===== src/rtl/fetch_unit.sv =====
// Instruction fetch unit: issues 8-byte-aligned I-cache requests, one at a time,
// and hands each response to Predecode as a registered packet.
// It handles Predecode redirects, which may arrive on any cycle.
// A redirect to a target that is not 4-byte aligned produces an exception packet
// instead of a cache request.
// Optional build macro FETCH_UNIT_PERF_CNT_EN adds two performance counters:
// io_perf_pkts and io_perf_flushes.
module fetch_unit #(
   parameter logic [31:0] RESET_VECTOR = 32'h8000_0000
) (
   input  logic        clock,
   input  logic        reset,
   output logic        io_icache_req_valid,
   input  logic        io_icache_req_ready,
   output logic [31:0] io_icache_req_addr,
   input  logic        io_icache_resp_valid,
   input  logic [63:0] io_icache_resp_data,
   input  logic        io_icache_resp_excp,
   input  logic [5:0]  io_icache_resp_cause,
   output logic        io_out_valid,
   input  logic        io_out_ready,
   output logic [31:0] io_Address,
   output logic [63:0] io_data,
   output logic        io_excp_vaild,
   output logic [5:0]  io_excp_cause,
   output logic [31:0] io_excpt_tval,
   output logic [3:0]  io_fetch_id,
`ifdef FETCH_UNIT_PERF_CNT_EN
   output logic [31:0] io_perf_pkts,
   output logic [31:0] io_perf_flushes,
`endif
   input  logic        io_fetch_flush,
   input  logic [3:0]  io_Redirect_ID,
   input  logic [31:0] io_Redirect_Target
);

   typedef enum logic [2:0] {S_REQ, S_WAIT, S_HOLD, S_DRAIN, S_STOP} state_t;

   state_t      state_q;
   logic [31:0] pc_q, pkt_pc_q;
   logic        misal_q;      // pending misaligned-redirect exception packet
   logic        out_valid_q, excp_q;
   logic [31:0] addr_q, tval_q;
   logic [63:0] data_q;
   logic [5:0]  cause_q;
   logic [3:0]  id_q;

   logic [31:0] pc_inc_d;
   logic        req_fire, out_fire, outstanding_d;

   assign io_icache_req_valid = (state_q == S_REQ) && !misal_q;
   assign io_icache_req_addr  = {pc_q[31:3], 3'b000};
   assign req_fire            = io_icache_req_valid && io_icache_req_ready;
   assign out_fire            = out_valid_q && io_out_ready;
   assign pc_inc_d            = {pc_q[31:3], 3'b000} + 32'd8;
   // A request is still in flight after this edge if the cache is being
   // handed one now, or one is pending and its response is not arriving now.
   assign outstanding_d = (state_q == S_REQ && req_fire) ||
                          ((state_q == S_WAIT || state_q == S_DRAIN) && !io_icache_resp_valid);

   assign io_out_valid  = out_valid_q;
   assign io_Address    = addr_q;
   assign io_data       = data_q;
   assign io_excp_vaild = excp_q;
   assign io_excp_cause = cause_q;
   assign io_excpt_tval = tval_q;
   assign io_fetch_id   = id_q;

   // Fetch FSM with registered packet outputs; flush overrides everything.
   always_ff @(posedge clock) begin
      if (reset) begin
         state_q     <= S_REQ;
         pc_q        <= RESET_VECTOR;
         pkt_pc_q    <= '0;
         misal_q     <= 1'b0;
         out_valid_q <= 1'b0;
         addr_q      <= '0;
         data_q      <= '0;
         excp_q      <= 1'b0;
         cause_q     <= '0;
         tval_q      <= '0;
         id_q        <= '0;
      end else if (io_fetch_flush) begin
         pc_q        <= io_Redirect_Target;
         id_q        <= io_Redirect_ID + 4'd1;
         out_valid_q <= 1'b0;
         misal_q     <= |io_Redirect_Target[1:0];
         state_q     <= outstanding_d ? S_DRAIN : S_REQ;
      end else begin
         case (state_q)
            S_REQ: begin
               if (misal_q) begin
                  // Misaligned target: synthesize the exception packet directly.
                  misal_q     <= 1'b0;
                  addr_q      <= pc_q;
                  data_q      <= '0;
                  excp_q      <= 1'b1;
                  cause_q     <= 6'h0;
                  tval_q      <= pc_q;
                  out_valid_q <= 1'b1;
                  state_q     <= S_HOLD;
               end else if (req_fire) begin
                  pkt_pc_q <= pc_q;
                  pc_q     <= pc_inc_d;
                  state_q  <= S_WAIT;
               end
            end
            S_WAIT: begin
               if (io_icache_resp_valid) begin
                  addr_q      <= pkt_pc_q;
                  data_q      <= io_icache_resp_data;
                  excp_q      <= io_icache_resp_excp;
                  cause_q     <= io_icache_resp_cause;
                  tval_q      <= io_icache_resp_excp ? pkt_pc_q : 32'd0;
                  out_valid_q <= 1'b1;
                  state_q     <= S_HOLD;
               end
            end
            S_HOLD: begin
               if (out_fire) begin
                  id_q        <= id_q + 4'd1;
                  out_valid_q <= 1'b0;
                  state_q     <= excp_q ? S_STOP : S_REQ;
               end
            end
            S_DRAIN: begin
               if (io_icache_resp_valid) state_q <= S_REQ;
            end
            S_STOP: ;
            default: state_q <= S_REQ;
         endcase
      end
   end

`ifdef FETCH_UNIT_PERF_CNT_EN
   logic [31:0] perf_pkts_q, perf_flushes_q;
   assign io_perf_pkts    = perf_pkts_q;
   assign io_perf_flushes = perf_flushes_q;

   // Delivered-packet and flush-cycle counters, free-running with wrap.
   always_ff @(posedge clock) begin
      if (reset) begin
         perf_pkts_q    <= '0;
         perf_flushes_q <= '0;
      end else begin
         if (out_fire)       perf_pkts_q    <= perf_pkts_q + 32'd1;
         if (io_fetch_flush) perf_flushes_q <= perf_flushes_q + 32'd1;
      end
   end
`endif

endmodule


===== config.mk =====
export PLATFORM = sky130hd
export DESIGN_NAME = fetch_unit
export DESIGN_NICKNAME = d
export VERILOG_FILES = /design/src/rtl/fetch_unit.sv
export SDC_FILE = /design/constraint.sdc
export NUM_CORES = 1
export LEC_CHECK = 0
export BUFFER_PORTS_ARGS = -buffer_cell sky130_fd_sc_hd__buf_4
export CORE_AREA = 8 8 142 144
export CTS_CLUSTER_DIAMETER = 150
export DETAILED_ROUTE_END_ITERATION = 10
export DIE_AREA = 0 0 150 152
export GPL_TIMING_DRIVEN = 0
export PLACE_DENSITY = 0.79
export RECOVER_POWER = 50
export SKIP_CTS_REPAIR_TIMING = 1
export SYNTH_ARGS = -nofsm -noshare
export SYNTH_HDL_FRONTEND = slang
export SYNTH_SLANG_ARGS = --single-unit

===== constraint.sdc =====
create_clock -name clock -period 2.8 [get_ports clock]
set_input_delay 0.28 -clock clock [delete_from_list [all_inputs] [get_ports clock]]
set_output_delay 0.28 -clock clock [all_outputs]
set_load 0.01 [all_outputs]

Yosys cells after proc, flatten, opt, wreduce, memory -nomap -nowiden --
Index checks and enable logic that the tools add are counted. W data, S select, Z words.
Word-level totals: output and inout bits 173, input bits 113, register bits 208
Operators by class: bitwise logic cells 2, equality and inequality tests 13, multiplexer cells 36, $add $sub $neg 3, reduce and logical (&&, ||, !) cells 24
Operator list (number):
- $mux W32 | 8
- $mux W64 | 2
- $pmux W32 S2 | 2
- $pmux W64 S2 | 1
- $add A32 B4 Y32 const B | 1
- $mux W3 | 7
- $pmux W3 S5 | 1
- $mux W4 | 3
- $mux W6 | 2
- $pmux W6 S2 | 1
- $reduce_and A4 Y1 | 3
- $ne A2 B2 Y1 const B | 5
- $reduce_bool A2 Y1 | 5
- $ne A3 B3 Y1 const B | 3
- $add A4 B1 Y4 const B | 2
- $eq A3 B2 Y1 const B | 2
- $mux W1 | 6
- $logic_and A1 B1 Y1 | 5
- $reduce_and A5 Y1 | 1
- $ne A4 B4 Y1 const B | 1
- $reduce_or A2 Y1 | 2
- $eq A3 B1 Y1 const B | 1
- $eq A3 B3 Y1 const B | 1
- $logic_not A3 Y1 | 1
- other kinds (9) | 12

Longest topological paths before layout --
Gate-level depths: netlist of the first run.
depth in word-level cells 7, mapped depth 8, depth with buffers taken out 6

Worst setup path after synthesis of the first run --
No wires, ideal clock.
path kind register -> register, from register misal_q, to register pc_q[17], period minus slack after synthesis 2.214 ns, slack 0.586 ns, arrival 2.123 ns, stages on the path, launching flop included 7, path buffers 2, setup time 0.091 ns, path through dfxtp_1 > or4_1 > buf_2 > or4b_1 > buf_2 > or3_1 > a311oi_1
Between the ends: longest elaborated chain between the ends 5, elaborated cells on any way between the ends 6
RTL lines:
- from (decl) | RTL line 41 | logic misal_q;
- from (signal assigned) | RTL line 87 | misal_q <= |io_Redirect_Target[1:0];
- $logic_not A1 Y1 | RTL line 51 | assign io_icache_req_valid = (state_q == S_REQ) && !misal_q;
- $logic_and A1 B1 Y1 | RTL line 51
- $logic_and A1 B1 Y1 | RTL line 53 | assign req_fire = io_icache_req_valid && io_icache_req_ready;
- $reduce_bool A2 Y1 (no line)
- $reduce_and A3 Y1 (no line) *
- to (signal assigned) | RTL line 84 | pc_q <= io_Redirect_Target;
- to (signal assigned) | RTL line 104 | pc_q <= pc_inc_d;
- to (decl) | RTL line 40 | logic [31:0] pc_q, pkt_pc_q;
Every way passes the cells marked *; elsewhere a longest branch is shown, timed or not. A chain may end at the register's enable or synchronous reset.

Worst setup path in the final report of the first run --
from register state_q[0], to register addr_q[11], in the netlist io_Address[11]
Between the ends: longest elaborated chain between the ends 3, elaborated cells on any way between the ends 7
RTL lines:
- from (decl) | RTL line 39 | state_t state_q;
- from (signal assigned) | RTL line 88 | state_q <= outstanding_d ? S_DRAIN : S_REQ;
- from (signal assigned) | RTL line 123 | state_q <= excp_q ? S_STOP : S_REQ;
- $eq A3 B1 Y1 / $logic_not A3 Y1 (equally long branches) | RTL line 90 | case (state_q)
- $ne A2 B2 Y1 (no line) / $reduce_bool A2 Y1 (equally long branches)
- $reduce_and A4 Y1 (no line)
- to (signal assigned) | RTL line 95 | addr_q <= pc_q;
- to (signal assigned) | RTL line 110 | addr_q <= pkt_pc_q;
- to (decl) | RTL line 43 | logic [31:0] addr_q, tval_q;
Parallel ways exist; a longest one is shown, timed or not.

==> results of run 1 <==
worst max-delay path by stage:
| stage | endpoint | cells past startpoint |
|---|---|---|
| after global placement | io_data[62]$_SDFFE_PP0P_ | 7 |
| after global routing | io_data[60]$_SDFFE_PP0P_ | 7 |
| final | io_Address[11]$_SDFFE_PP0P_ | 6 |
| after detailed placement | io_data[58]$_SDFFE_PP0P_ | 7 |
| after CTS | io_data[56]$_SDFFE_PP0P_ | 7 |
| after floorplan | pc_q[17]$_SDFFE_PP0P_ | 6 |
power breakdown:
group          internal [mW]  switching, mW  total, mW
Combinational          0.384          0.616       1.00
Clock                   1.84           1.19       3.03
Sequential              3.09          0.131       3.23
Total                   5.32           1.94       7.25
logic make-up (layout without fill, tap and decap cells):
family	count (synthesis)	after routing	synth area share
other cells	1	3	0.000422
mux	6	6	0.00676
flops	208	208	0.469
compound gates	266	266	0.190
buf+inv	143	462	0.0745
fa+ha+maj	2	2	0.00282
xor+xnor	9	9	0.00887
simple gates	492	492	0.248
registers in the layout, indices dropped and copies added (netlist names):
| signal | cells |
|---|---|
| io_Address | 32 |
| io_data | 64 |
| io_excp_cause | 6 |
| io_excp_vaild | 1 |
| io_excpt_tval | 32 |
| io_fetch_id | 4 |
| io_out_valid | 1 |
| misal_q | 1 |
| pc_q | 32 |
| pkt_pc_q | 32 |
| state_q | 3 |
per-layer routing:
layer	GRT usage	share of wire	wire, um
met5	0	0	0
met4	0.117	0.043	1420
met3	0.0769	0.11	3640
met2	0.447	0.47	15300
met1	0.328	0.38	12400
layout make-up:
type                    count  area (um2)  share of cell area
well taps                 229         287              0.0249
plain buffers             132         616              0.0535
repair buffers            281        1580               0.137
flip-flops and latches    208        4160               0.362
multi-input cells         778        4080               0.354
inverters                  11        41.3             0.00359
clock buffers              31         666              0.0578
clock inverters             7        88.8             0.00772
worst max-delay path, delay by kind of cell (launching register included):
family	cells	cell delay, ns
AOI/OAI and AO/OA	1	0.29
buffers and inverters	3	1.30
DFF	1	0.31
and+or+nand+nor	2	0.74
layout by cell type (no fill, tap or decap), drive strengths merged, types with 3 or more instances in the layout:
master	instances
and3	7
a32oi	5
a311oi	41
or3	8
and4	7
or4	13
mux2i	6
nor3b	3
nand4	10
nor3	9
clkbuf	297
clkinv	4
dfxtp	208
a21oi	142
a211oi	40
buf	147
o21ai	16
nor2	97
nand2	226
nor4	9
conb	3
o31ai	6
nand3	90
inv	12
nand2b	3
xor2	3
o2111a	3
xnor2	6
==> reports/results.ini, run 1 <==
[setup_path]
endpoint_kind=flop
worstReg2RegStart=state_q[0]$_SDFFE_PP0P_
critPathMostFrequentCell=clkbuf_1
crit_chain=buf_2, nor3b_1, clkbuf_1, clkbuf_1, nand2_1, a311oi_1
worst_r2r_endpoint=io_Address[11]$_SDFFE_PP0P_
arrival_ns=3.15
reg2reg_slack_ns=0.06
cpPeakStageDelay_ns=0.63
crit_start=state_q[0]$_SDFFE_PP0P_
path_class=reg2reg
worstPathRequired_ns=3.21
critPathSlowestCell=clkbuf_1
reg2reg_depth=6
cp_max_fo=10
cp-start-kind=flop

[clock_network]
cts_sinks=208
htree_levels=1
cts_tree=yes
clkTransAtPathRegs_ns=0.06
numCtsBuffers=23
clk-insertion-delay-late_ns=0.51
clock-root-buffer=clkbuf_16
clock_path_buffers=3

[floorplanning]
coreArea_mm2=0.0178
dieArea_mm2=0.0228
die_y_um=152
io-pin-count=286
die_x_um=150
rows=49
initial_core_util=0.500

[sta]
drv_slew=0
finalWorstPathRequiredPeriod_ns=2.74
setup_viol=0
layout_setup_ws_ns=0.0605
hold-worst-slack_ns=0.0411
finalHoldViolations=0
tns_ns=0
max_freq_mhz=365
worst_pin_slew_ns=0.794
grt_setup_unrepaired=no
relSlewSlack=0.471
skew_ns=0.0127
final.period_utilization=0.978

[layout]
design_area_mm2=0.0115
fin_nets=1550
final_cells=1677
num-fill-cells=1663
synthToLayoutAreaGrowth_pct=29.6
diodes=0
postLayoutCoreUtil=0.648
drive_gt1_frac=0.147

[synthesis]
synth_flop_cell=dfxtp_1
async_flop_share=0
avgSynthCellArea_um2=7.89
synth-edff-count=0
synth_area_leaders=dfxtp_1 47%, nand2_1 9.5%, a21oi_1 8.0%
ys_seq_area_frac=0.469
synth_cells=1127
synth_top_area_share=0.469
yosysTopAreaCell=dfxtp_1
yosys_warnings=0
synth.cell_area_mm2=0.00889
synthTopCellsByCount=226 x nand2_1, 208 x dfxtp_1, 142 x a21oi_1
yosys_register_bits=208
synth.distinct_cells=47
yosysMostFrequentCell=nand2_1

[drt]
routed_wl_um=32700
drtIter0Drc=938
vias=9664
drtPass1Iterations=6
wl_per_cell_um=19.5
vias_per_cell=5.76
ant_nets=0
drc=0

[pwr]
ir_worst_vdd_uv=526
cellLeakagePower_nw=4.13
power_mw=7.25
powerDensity_mw_per_mm2=630

[global_route]
grt_use_total=0.273
grt.overflow.total=0
first_global_vias=9328
grt_first_pass_wirelength_um=50600
grt_max_degree=14
grt_antenna_before_repair=0

[placement]
hpwl_um=24400
dp_cells=1639
place_area_mm2=0.0113
port_buffers=281
routabilityCongestion=0.911
dp_slack_ns=-0.0166

[run]
max_cap_violations=0

[outcome]
outcome=completed

[hold_path]
min_from=io_icache_resp_data[0]
min_to=io_data[0]$_SDFFE_PP0P_
hp-class=in2reg
whs_path_depth=3

No activity file was read; power rests on OpenSTA's default activity.
==> inputs of run 2 (changes only) <==
- CORE_AREA: 8 8 142 144 -> 8 8 146 148
- DIE_AREA: 0 0 150 152 -> 0 0 154 156
- PLACE_DENSITY: 0.79 -> 0.75
==> run 2 against run 1 <==
Via count is 0.36% lower. Non-clock buffer count is the same. Die area increased by 5.4%. Final area about the same. First-iteration DRC count decreased by 9.5%. Register-to-register slack gained 0.098 ns. Flip-flop and latch count unchanged. Clock-buffer cell count grew 1. Critical path depth is 2 higher. Setup slack improved by 0.098 ns. Sequential share of layout area hardly changed. Clock power hardly changed.
==> reports/results.ini, run 2 (synthesized netlist as in run 1, its figures left out) <==
[clock_network]
cts_tree=yes
clkTransAtPathRegs_ns=0.06
clock_path_buffers=3
cts_sinks=208
htree_levels=1
clock-root-buffer=clkbuf_16
clk-insertion-delay-late_ns=0.52
numCtsBuffers=23

[drt]
routed_wl_um=33000
wl_per_cell_um=19.5
drtIter0Drc=849
vias=9629
drc=0
ant_nets=0
vias_per_cell=5.70
drtPass1Iterations=6

[layout]
final_common_cell=clkbuf_1
drive_gt1_frac=0.149
final_cell_mix=241 x clkbuf_1, 226 x nand2_1, 208 x dfxtp_1
synthToLayoutAreaGrowth_pct=29.6
diodes=0
largest_register_ff_count=64
final_cells=1690
fin_nets=1550
design_area_mm2=0.0115

[hold_path]
min_to=misal_q$_SDFFE_PP0P_
whs_path_depth=2
min_from=io_Redirect_Target[0]
hp-class=in2reg

[sta]
setup_viol=0
finalWorstPathRequiredPeriod_ns=2.64
worst_pin_slew_ns=0.768
finalHoldViolations=0
grt_setup_unrepaired=no
drv_slew=0
skew_ns=0.0108
final.period_utilization=0.943
max_freq_mhz=379
relSlewSlack=0.488

[floorplanning]
die_x_um=154
dieArea_mm2=0.0240
initial_core_util=0.466
coreArea_mm2=0.0191
die_y_um=156
io-pin-count=286
rows=51

[setup_path]
worstReg2RegStart=state_q[0]$_SDFFE_PP0P_
arrival_ns=3.08
endpoint_kind=flop
cp_max_fo=10
worst_r2r_endpoint=io_data[2]$_SDFFE_PP0P_
reg2reg_depth=8
cp-start-kind=flop
worstPathRequired_ns=3.24
path_class=reg2reg
reg2reg_slack_ns=0.16

[global_route]
grt_max_degree=14
grt_use_total=0.261
grt.overflow.total=0
grt_antenna_before_repair=0
grt_first_pass_wirelength_um=50500
first_global_vias=9206

[pwr]
powerDensity_mw_per_mm2=628
ir_worst_vdd_uv=523
cellLeakagePower_nw=4.14

[placement]
place_area_mm2=0.0113
port_buffers=281
dp_cells=1648
routabilityCongestion=0.912
hpwl_um=24400

[run]
max_cap_violations=0

[outcome]
outcome=completed

## run 2: cell types whose count changed in the layout (fill, tap and decap cells not counted), sizes merged
cell	change
bufinv	-1
clkinv	+4
clkbuf	+1
## run 2: cell type report
| cell class | instances | area [um2] |
|---|---|---|
| Timing Repair Buffer | 281 | 1570 |
| Tap cell | 238 | 298 |
| Sequential cell | 208 | 4160 |
| Buffer | 132 | 618 |
| Inverter | 11 | 41.3 |
| Fill cell | 1874 | 7560 |
| Multi-Input combinational cell | 778 | 4080 |
| Clock inverter | 10 | 78.8 |
| Clock buffer | 32 | 669 |
## run 2: per-stage QoR
stage | power [mW] | TNS [ns] | utilization | hold WS, ns | setup WS (ns)
final | 7.23 | 0 | 0.604 | 0.0177 | 0.159
after global routing | 7.50 | 0 | 0.604 | 0.0203 | 0.0193
after CTS | 7.32 | -4.78 | 0.632 | 0.0130 | -0.230
after detailed placement | 4.35 | -2.76 | 0.592 | 0.443 | -0.196
after global placement | 4.33 | -0.806 | 0.592 | 0.438 | -0.118
after floorplan | 3.80 | 0 | - | 0.425 | 0.586
## run 2: how the worst max path moves through the flow
stage                            start                        to  slack (ns)  depth (start not counted)
2_1_floorplan     misal_q$_SDFFE_PP0P_     pc_q[17]$_SDFFE_PP0P_        0.59                          6
3_3_place_gp   state_q[0]$_SDFFE_PP0P_  io_data[62]$_SDFFE_PP0P_       -0.12                          7
3_5_place_dp   state_q[0]$_SDFFE_PP0P_  io_data[62]$_SDFFE_PP0P_       -0.20                          7
4_1_cts        state_q[0]$_SDFFE_PP0P_  io_data[62]$_SDFFE_PP0P_       -0.23                          7
5_1_grt        state_q[0]$_SDFFE_PP0P_  io_data[16]$_SDFFE_PP0P_        0.02                          8
6_report       state_q[0]$_SDFFE_PP0P_   io_data[2]$_SDFFE_PP0P_        0.16                          8
## run 2: where the power goes
group	total (mW)	internal (mW)	switching, mW
registers	3.22	3.09	0.127
logic	1.01	0.384	0.622
clock network	3.01	1.76	1.24
total	7.23	5.24	1.99
## run 2: worst max-delay path, stage by stage (launching register included)
cell and delay [ns]:
dfxtp_1 0.32, buf_2 0.21, mux2i_1 0.36, or4_1 0.16
clkbuf_1 0.20, clkbuf_1 0.58, clkbuf_1 0.43, nand2_1 0.14
a21oi_1 0.16
## run 2: routing by layer
layer | GRT usage | share of wire | vias to the layer above
li1 | - | - | 4559
met1 | 0.314 | 0.39 | 4443
met2 | 0.431 | 0.47 | 525
met3 | 0.0756 | 0.11 | 102
met4 | 0.106 | 0.038 | 0
met5 | 0 | 0 | -
